`config.mk`:
```
export PLATFORM = sky130hd
export DESIGN_NAME = mem_bus_bridge
export DESIGN_NICKNAME = d
export VERILOG_FILES = /design/src/rtl/mem_bus_bridge_pkg.sv /design/src/rtl/mem_bus_bridge_lane_steer.sv /design/src/rtl/mem_bus_bridge.sv
export SDC_FILE = /design/constraint.sdc
export NUM_CORES = 1
export LEC_CHECK = 0
export ABC_AREA = 1
export BUFFER_PORTS_ARGS = -buffer_cell sky130_fd_sc_hd__buf_2
export CORE_MARGIN = 2
export CORE_UTILIZATION = 55
export CTS_CLUSTER_DIAMETER = 120
export CTS_CLUSTER_SIZE = 12
export DETAILED_ROUTE_END_ITERATION = 10
export PLACE_DENSITY = 0.87
export SETUP_SLACK_MARGIN = 0.2
export SYNTH_ARGS = -nofsm -noshare
export SYNTH_HDL_FRONTEND = slang
export SYNTH_SLANG_ARGS = --single-unit
```
`constraint.sdc`:
```
create_clock -name CLK -period 8.8 [get_ports CLK]
set_input_delay 0.88 -clock CLK [delete_from_list [all_inputs] [get_ports CLK]]
set_output_delay 0.88 -clock CLK [all_outputs]
set_load 0.1 [all_outputs]
```
`src/rtl/mem_bus_bridge_pkg.sv`:
```
// Shared encodings for the CPU-to-memory-bus bridge: access sizes, FSM states,
// the default abandon timeout and the alignment rule.
`timescale 1ns/1ps
package mem_bus_bridge_pkg;

  typedef enum logic [1:0] {
    SZ_BYTE    = 2'b00,
    SZ_HALF    = 2'b01,
    SZ_WORD    = 2'b10,
    SZ_ILLEGAL = 2'b11
  } size_e;

  typedef enum logic [1:0] {
    IDLE = 2'b00,
    BUSY = 2'b01,
    DONE = 2'b10
  } state_e;

  localparam int DEFAULT_TIMEOUT = 16;

  // Halfwords must sit on even bytes, words on multiples of four.
  function automatic logic is_aligned(input logic [1:0] size, input logic [1:0] addr_lo);
    case (size)
      SZ_HALF: return ~addr_lo[0];
      SZ_WORD: return addr_lo == 2'b00;
      default: return 1'b1;
    endcase
  endfunction

endpackage

```
`src/rtl/mem_bus_bridge_lane_steer.sv`:
```
// Byte-lane steering: write strobes and replicated store data going out,
// shifted and sign/zero-extended load data coming back.
`timescale 1ns/1ps
module mem_bus_bridge_lane_steer
  import mem_bus_bridge_pkg::*;
(
  input  logic [1:0]  addr_lo,
  input  logic [1:0]  size,
  input  logic        unsigned_ld,
  input  logic [31:0] wdata,
  input  logic [31:0] rdata_raw,
  output logic [3:0]  be,
  output logic [31:0] wdata_lane,
  output logic [31:0] rdata_ext
);

  logic [31:0] shifted;

  // NOTE: every output gets a default first so no path through the case leaves a latch.
  always_comb begin
    shifted    = rdata_raw >> {addr_lo, 3'b000};
    be         = 4'b1111;
    wdata_lane = wdata;
    rdata_ext  = shifted;
    case (size)
      SZ_BYTE: begin
        be         = 4'b0001 << addr_lo;
        wdata_lane = {4{wdata[7:0]}};
        rdata_ext  = {{24{~unsigned_ld & shifted[7]}}, shifted[7:0]};
      end
      SZ_HALF: begin
        be         = 4'b0011 << addr_lo;
        wdata_lane = {2{wdata[15:0]}};
        rdata_ext  = {{16{~unsigned_ld & shifted[15]}}, shifted[15:0]};
      end
      default: ;
    endcase
  end

endmodule

```
`src/rtl/mem_bus_bridge.sv`:
```
// Bridges single CPU load/store requests onto a req/ack memory bus, stalling
// the pipeline until the bus answers or the transfer times out.
`timescale 1ns/1ps
module mem_bus_bridge
  import mem_bus_bridge_pkg::*;
#(
  parameter int TIMEOUT = DEFAULT_TIMEOUT
) (
  input  logic        CLK,
  input  logic        rst,
  input  logic [31:0] cpu_addr,
  input  logic [31:0] cpu_wdata,
  input  logic [2:0]  cpu_type,
  input  logic        cpu_rd_en,
  input  logic        cpu_wr_en,
  output logic [31:0] cpu_rdata,
  output logic        cpu_stall,
  output logic        bus_req,
  output logic        bus_we,
  output logic [31:0] bus_addr,
  output logic [3:0]  bus_be,
  output logic [31:0] bus_wdata,
  input  logic        bus_ack,
  input  logic [31:0] bus_rdata,
  input  logic        err_clr,
  output logic        err_misalign,
  output logic        err_timeout
);

  localparam logic [7:0] LAST_CNT = 8'(TIMEOUT - 1);

  state_e      state_q, state_d;
  logic [31:0] addr_q, wdata_q, result_q;
  logic [1:0]  size_q;
  logic        unsigned_q, we_q;
  logic [7:0]  cnt_q;
  logic        err_misalign_q, err_timeout_q;

  logic [3:0]  be_lane;
  logic [31:0] wdata_lane, rdata_ext;

  logic req_any, req_valid, accept, in_busy, expire;

  assign req_any   = cpu_rd_en | cpu_wr_en;
  assign req_valid = (cpu_rd_en ^ cpu_wr_en) && (cpu_type[1:0] != SZ_ILLEGAL)
                     && is_aligned(cpu_type[1:0], cpu_addr[1:0]);
  assign accept    = (state_q == IDLE) && req_valid;
  assign in_busy   = (state_q == BUSY);
  assign expire    = in_busy && !bus_ack && (cnt_q == LAST_CNT);

  mem_bus_bridge_lane_steer u_lane_steer (
    .addr_lo     (addr_q[1:0]),
    .size        (size_q),
    .unsigned_ld (unsigned_q),
    .wdata       (wdata_q),
    .rdata_raw   (bus_rdata),
    .be          (be_lane),
    .wdata_lane  (wdata_lane),
    .rdata_ext   (rdata_ext)
  );

  // NOTE: sequential state is written with <= so every flop samples pre-edge values.
  always_ff @(posedge CLK or posedge rst) begin
    if (rst) state_q <= IDLE;
    else     state_q <= state_d;
  end

  always_comb begin
    state_d = state_q;
    case (state_q)
      IDLE:    if (req_valid) state_d = BUSY;
      BUSY:    if (bus_ack || cnt_q == LAST_CNT) state_d = DONE;
      DONE:    state_d = IDLE;
      default: state_d = IDLE;
    endcase
  end

  // Bus side is driven only while BUSY, so an async reset drops it at once.
  always_comb begin
    cpu_stall = 1'b0;
    cpu_rdata = '0;
    bus_req   = 1'b0;
    bus_we    = 1'b0;
    bus_addr  = '0;
    bus_be    = '0;
    bus_wdata = '0;
    case (state_q)
      IDLE: cpu_stall = req_valid;
      BUSY: begin
        cpu_stall = 1'b1;
        bus_req   = 1'b1;
        bus_we    = we_q;
        bus_addr  = {addr_q[31:2], 2'b00};
        bus_be    = be_lane;
        bus_wdata = wdata_lane;
      end
      DONE:    cpu_rdata = result_q;
      default: ;
    endcase
  end

  always_ff @(posedge CLK or posedge rst) begin
    if (rst) begin
      addr_q     <= '0;
      wdata_q    <= '0;
      size_q     <= '0;
      unsigned_q <= 1'b0;
      we_q       <= 1'b0;
      cnt_q      <= '0;
      result_q   <= '0;
    end else begin
      if (accept) begin
        addr_q     <= cpu_addr;
        wdata_q    <= cpu_wdata;
        size_q     <= cpu_type[1:0];
        unsigned_q <= cpu_type[2];
        we_q       <= cpu_wr_en;
        cnt_q      <= '0;
      end else if (in_busy && !bus_ack) begin
        cnt_q <= cnt_q + 8'd1;
      end
      if (in_busy && bus_ack)  result_q <= we_q ? 32'd0 : rdata_ext;
      else if (expire)         result_q <= '0;
    end
  end

  // A new error event in the same cycle as err_clr keeps the flag set.
  always_ff @(posedge CLK or posedge rst) begin
    if (rst) begin
      err_misalign_q <= 1'b0;
      err_timeout_q  <= 1'b0;
    end else begin
      if ((state_q == IDLE) && req_any && !req_valid) err_misalign_q <= 1'b1;
      else if (err_clr)                               err_misalign_q <= 1'b0;
      if (expire)       err_timeout_q <= 1'b1;
      else if (err_clr) err_timeout_q <= 1'b0;
    end
  end

  assign err_misalign = err_misalign_q;
  assign err_timeout  = err_timeout_q;

endmodule
```
==> flow_summary.ini, run 1 <==
[status]
status = complete, no violations

[pwr]
leakagePower_uw = 0.004554
powerDensity_mw_per_mm2 = 365.3
peakVddDrop_mv = 0.2560

[critical_path]
crit_path_end = bus_wdata[31]
reg2reg_slack_ns = 6.24
critical_path.max_fanout = 37
startpoint_type = flip-flop
crit_path_end_kind = output pin
crit_family = flip-flops
cp.depth = 5
path_cells = inv_4, nand2_2, o22ai_1, nor3_1, buf_2
cp-startpoint = size_q[1]
worst-setup-path-type = flip-flop to output pin
r2r-end = result_q[18]
critical_path.max_stage_delay_ns = 0.87
rr_startpoint = state_q[0]
path_buf_inv = 2
reg2reg_depth = 6
worst_path_max_delay_cell = dfrtp_1
worstPathRequired_ns = 7.92
arrival_ns = 2.83

[global_routing]
grt_antenna_before_repair = 1
grt_pass1_vias = 6188
grt.total_usage = 0.2916
grt_overflow = 0
grt_pass1_wl_um = 29060
grt_max_degree = 77

[sta]
finalHoldViolations = 0
maxSlewHeadroom = 0.2079
fin_skew_ns = 0.005292
rsz0062_at_grt = false
worst_pin_slew_ns = 1.185
min_period_ns = 3.712
fin_tns_setup_ns = 0
finalHoldWorstSlack_ns = 0.4838
setup_viol = 0
fmax_ghz = 0.2694
post-route-period-util = 0.4218
slew_viol_final = 0

[floorplanning]
core_mm2 = 0.01127
dieHeight_um = 110.9
ios = 210
die_x_um = 110.9
rows = 39
dieArea_mm2 = 0.01229
start_util = 0.5571

[clock_network]
clock_latency_ns = 0.35
clk_path_buf_depth = 2
clk_transition_reported_paths_ns = 0.08
cts-buffers-inserted = 9
cts_sinks = 112
cts_resized = 0
post_cts_buffers = 0
cts_tree = done
clockRootBuffer = clkbuf_16
cts_hold_buf = 0
htreeDepth = 3

[synth]
syn_area_mm2 = 0.006280
synth_top_area_cell = dfrtp_1
synth_top_cell_area_share = 0.4463
synth_area_per_cell_um2 = 6.811
yosysMostFrequentCell = nand2_1
seq_area_frac_synth = 0.4463
yosys_warnings = 0
synth-edff-count = 0
synthArstFlopShare = 1.000
synth_flop_cell = dfrtp_1
yosys_register_bits = 112
synth_common_cells = nand2_1, dfrtp_1, nor2_1
netlist_instances = 922
yosys.cell_types.count = 32
yosys-top-cells-area = dfrtp_1, nand2_1, nor2_1, inv_1, nand3_1

[layout]
drive_above_1_share = 0.2306
final_nets = 1202
utilization = 0.6738
stdcell_count = 1242
stdcell_area_mm2 = 0.007595
area_growth_pct = 20.94
nFillCells = 979

[placed_design]
dpl.cell_count = 1224
postPlaceCellArea_mm2 = 0.007262
gp_congestion = 0.8971
io_buffers = 207
dpl.hpwl_um = 12220

[routing]
viasPerCell = 5.198
num_vias = 6456
ant_nets = 0
wire_per_inst_um = 14.30
drtPass1Iterations = 5
wirelength_um = 17760
drt-initial-drc-count = 654
drc = 0

[hold_path]
hp-class = flip-flop to flip-flop

[run]
max_cap_violations = 0
worst min-delay path by stage:
| stage | to | depth (start not counted) | start | slack [ns] |
|---|---|---|---|---|
| floorplan | wdata_q[16] | 2 | wdata_q[16] | 0.44 |
| global placement | wdata_q[22] | 2 | wdata_q[22] | 0.46 |
| detailed placement | wdata_q[21] | 2 | wdata_q[21] | 0.46 |
| CTS | wdata_q[21] | 2 | wdata_q[21] | 0.48 |
| global route | wdata_q[17] | 2 | wdata_q[17] | 0.50 |
| finish | addr_q[25] | 2 | addr_q[25] | 0.48 |
state kept, by name (all words and copies together), names as in the netlist:
register,flops
addr_q,32
result_q,32
wdata_q,32
cnt_q,8
size_q,2
state_q,2
err_misalign,1
err_timeout,1
unsigned_q,1
we_q,1
area by class of cell:
| cell class | count | area (µm²) | share of cell area |
|---|---|---|---|
| diodes | 2 | 5.005 | 0.0006590 |
| repair buffers | 211 | 1066 | 0.1404 |
| clock buffers | 9 | 225.2 | 0.02965 |
| inverters | 113 | 434.2 | 0.05717 |
| multi-input cells | 645 | 2780 | 0.3661 |
| clock inverters | 7 | 102.6 | 0.01351 |
| well taps | 143 | 178.9 | 0.02356 |
| flip-flops and latches | 112 | 2803 | 0.3690 |
routing by layer:
metal,part of all wire,GRT usage,vias to the layer above
li1,-,-,3141
met1,0.40,0.3794,2943
met2,0.48,0.4879,345
met4,0.023,0.1083,0
met3,0.091,0.05577,27
met5,0,0,-
worst register-to-register path, stage by stage (launching register included):
cell	delay, ns
dfrtp_1	0.41
nand2_2	0.07
buf_4	0.47
inv_2	0.30
nand2_1	0.94
nand3_1	0.20
nand2_1	0.11
kinds of logic after synthesis:
group	count (synthesis)	synth area share
adders and majority gates	5	0.009962
and+or+nand+nor	558	0.3620
DFF	112	0.4463
buffers and inverters	166	0.1120
other	1	0.0005972
AOI/OAI and AO/OA	79	0.06774
xor gates and xnor gates	1	0.001395
where the power goes:
group / switching [µW] / leakage (µW) / internal [µW] / total [µW]
Sequential: 156 / 0.00142 / 724 / 880
Clock: 200 / 0.000162 / 254 / 453
Combinational: 1130 / 0.00297 / 306 / 1440
Total: 1490 / 0.00455 / 1280 / 2770
stage by stage:
stage          setup WS, ns  power, µW
2_1_floorplan         4.620       2059
3_3_place_gp          5.253       2285
3_5_place_dp          5.176       2317
4_1_cts               5.129       2775
5_1_grt               4.969       2943
6_report              5.088       2774
placed cells by master (no fill, tap or decap), types with 7 or more instances in the layout:
cell,synthesis,final
dfrtp_1,112,112
nand2_1,375,374
nor2_1,99,99
a21oi_1,26,26
o22ai_1,8,8
nand3_1,67,67
inv_2,9,9
buf_2,19,207
clkbuf_16,0,9
inv_1,97,96
o21ai_0,33,33
o211ai_1,7,7
No activity file was read; power rests on OpenSTA's default activity.
==> run 2: changes to the inputs <==
- CORE_UTILIZATION: 55 -> 46
- PLACE_DENSITY: 0.87 -> 0.78
- clock period: 8.8 -> 3.3 ns (I/O delays scaled with it)
==> flow_summary.ini, run 2 (same netlist as run 1, synthesis figures left out) <==
[clock_network]
cts_sinks = 112
cts-buffers-inserted = 9
post_cts_buffers = 0
clock_latency_ns = 0.35
cts_tree = done
clockRootBuffer = clkbuf_16
cts_hold_buf = 0
cts_resized = 0
clk_path_buf_depth = 2
clk_transition_reported_paths_ns = 0.07
htreeDepth = 3

[floorplanning]
dieHeight_um = 120.8
start_util = 0.4723
core_mm2 = 0.01330
rows = 42
dieArea_mm2 = 0.01460
die_x_um = 120.8
ios = 210

[critical_path]
critical_path.max_fanout = 37
worst-setup-path-type = flip-flop to output pin
worstPathRequired_ns = 2.97
crit_path_end_kind = output pin
startpoint_type = flip-flop
arrival_ns = 2.44

[layout]
final_nets = 1206
stdcell_area_mm2 = 0.007682
final_common_cell = nand2_1
area_growth_pct = 22.34
stdcell_count = 1278
final_cell_mix = nand2_1, buf_2, dfrtp_1
reg.largest.list = addr_q: 32 flops, result_q: 32 flops, wdata_q: 32 flops
drive_above_1_share = 0.2407

[pwr]
swShare = 0.5438
leakagePower_uw = 0.004558
combPwrFrac = 0.536
intPower_uw = 3323
p_seq_frac = 0.317
powerDensity_mw_per_mm2 = 948.1
power_uw = 7283
peakVddDrop_mv = 0.5990
p_clk_frac = 0.147
switchingPower_uw = 3960

[routing]
viasPerCell = 4.980
drt-initial-drc-count = 454
drc = 0
wire_per_inst_um = 13.78
num_vias = 6364
ant_nets = 0
wirelength_um = 17610
drtPass1Iterations = 6

[sta]
finalHoldViolations = 0
maxSlewHeadroom = 0.5629
fin_tns_setup_ns = 0
fmax_ghz = 0.3614
worst_pin_slew_ns = 0.6557
fin_skew_ns = 0.004836
slew_viol_final = 0
setup_slack_ns = 0.5327
min_period_ns = 2.767
rsz0062_at_grt = false
setup_viol = 0
post-route-period-util = 0.8386

[global_routing]
grt_max_degree = 113
grt.total_usage = 0.2477
grt_pass1_wl_um = 28810
grt_overflow = 0
grt_pass1_vias = 5879
grt_antenna_before_repair = 1

[placed_design]
io_buffers = 207
dpl.hpwl_um = 12130
postPlaceCellArea_mm2 = 0.007392
gp_congestion = 0.8767
place_ws_ns = 0.9307
dpl.cell_count = 1261

[hold_path]
hp-class = input pin to async pin

[run]
max_cap_violations = 0

[status]
status = complete, no violations
==> run 2: metal layers <==
layer | vias to the layer above | global-route usage | routed length [µm]
met2 | 274 | 0.3940 | 8190
met5 | - | 0 | 0
met3 | 20 | 0.04906 | 1469
met1 | 2923 | 0.3373 | 7651
met4 | 0 | 0.08648 | 299
li1 | 3147 | - | -
==> run 2: final timing paths <==
| path | startpoint | endpoint | depth (start not counted) | slack (ns) |
|---|---|---|---|---|
| min | rst | result_q[4] | 3 | 0.10 |
| min in group CLK | err_clr | err_timeout | 2 | 0.16 |
| max in group asynchronous | rst | err_timeout | 3 | 2.67 |
| max | size_q[1] | bus_wdata[28] | 6 | 0.53 |
| min reg2reg | wdata_q[23] | wdata_q[23] | 2 | 0.48 |
| max reg2reg | state_q[0] | wdata_q[30] | 6 | 1.16 |
==> run 2: critical path: stages, from the launching register on <==
cell and delay, ns:
dfrtp_1 0.36, buf_4 0.21, inv_4 0.35, nand2_2 0.33, o21ai_0 0.39, nor2_1 0.12, buf_2 0.31
==> run 2: power groups by stage <==
stage               sequential (µW)  combinational (µW)  clock (µW)
floorplan                      2220                3290           0
CTS                            2300                3910        1100
detailed placement             2320                3900           0
global placement               2310                3870           0
global route                   2380                4260        1150
finish                         2310                3900        1070
==> run 2: cell type report <==
class	count	area, µm²
fillers	1283	5613
repair buffers	215	1124
well taps	176	220.2
inverters	113	435.4
multi-input cells	645	2810
clock inverters	6	48.80
clock buffers	10	239.0
diodes	1	2.502
flip-flops and latches	112	2803
==> run 2: metrics by stage <==
step                  util  hold slack (ns)
CTS                 0.5776           0.1476
detailed placement  0.5560           0.4645
finish              0.5778           0.1038
global route        0.5776           0.1554
global placement    0.5560           0.4579
floorplan                -           0.4235
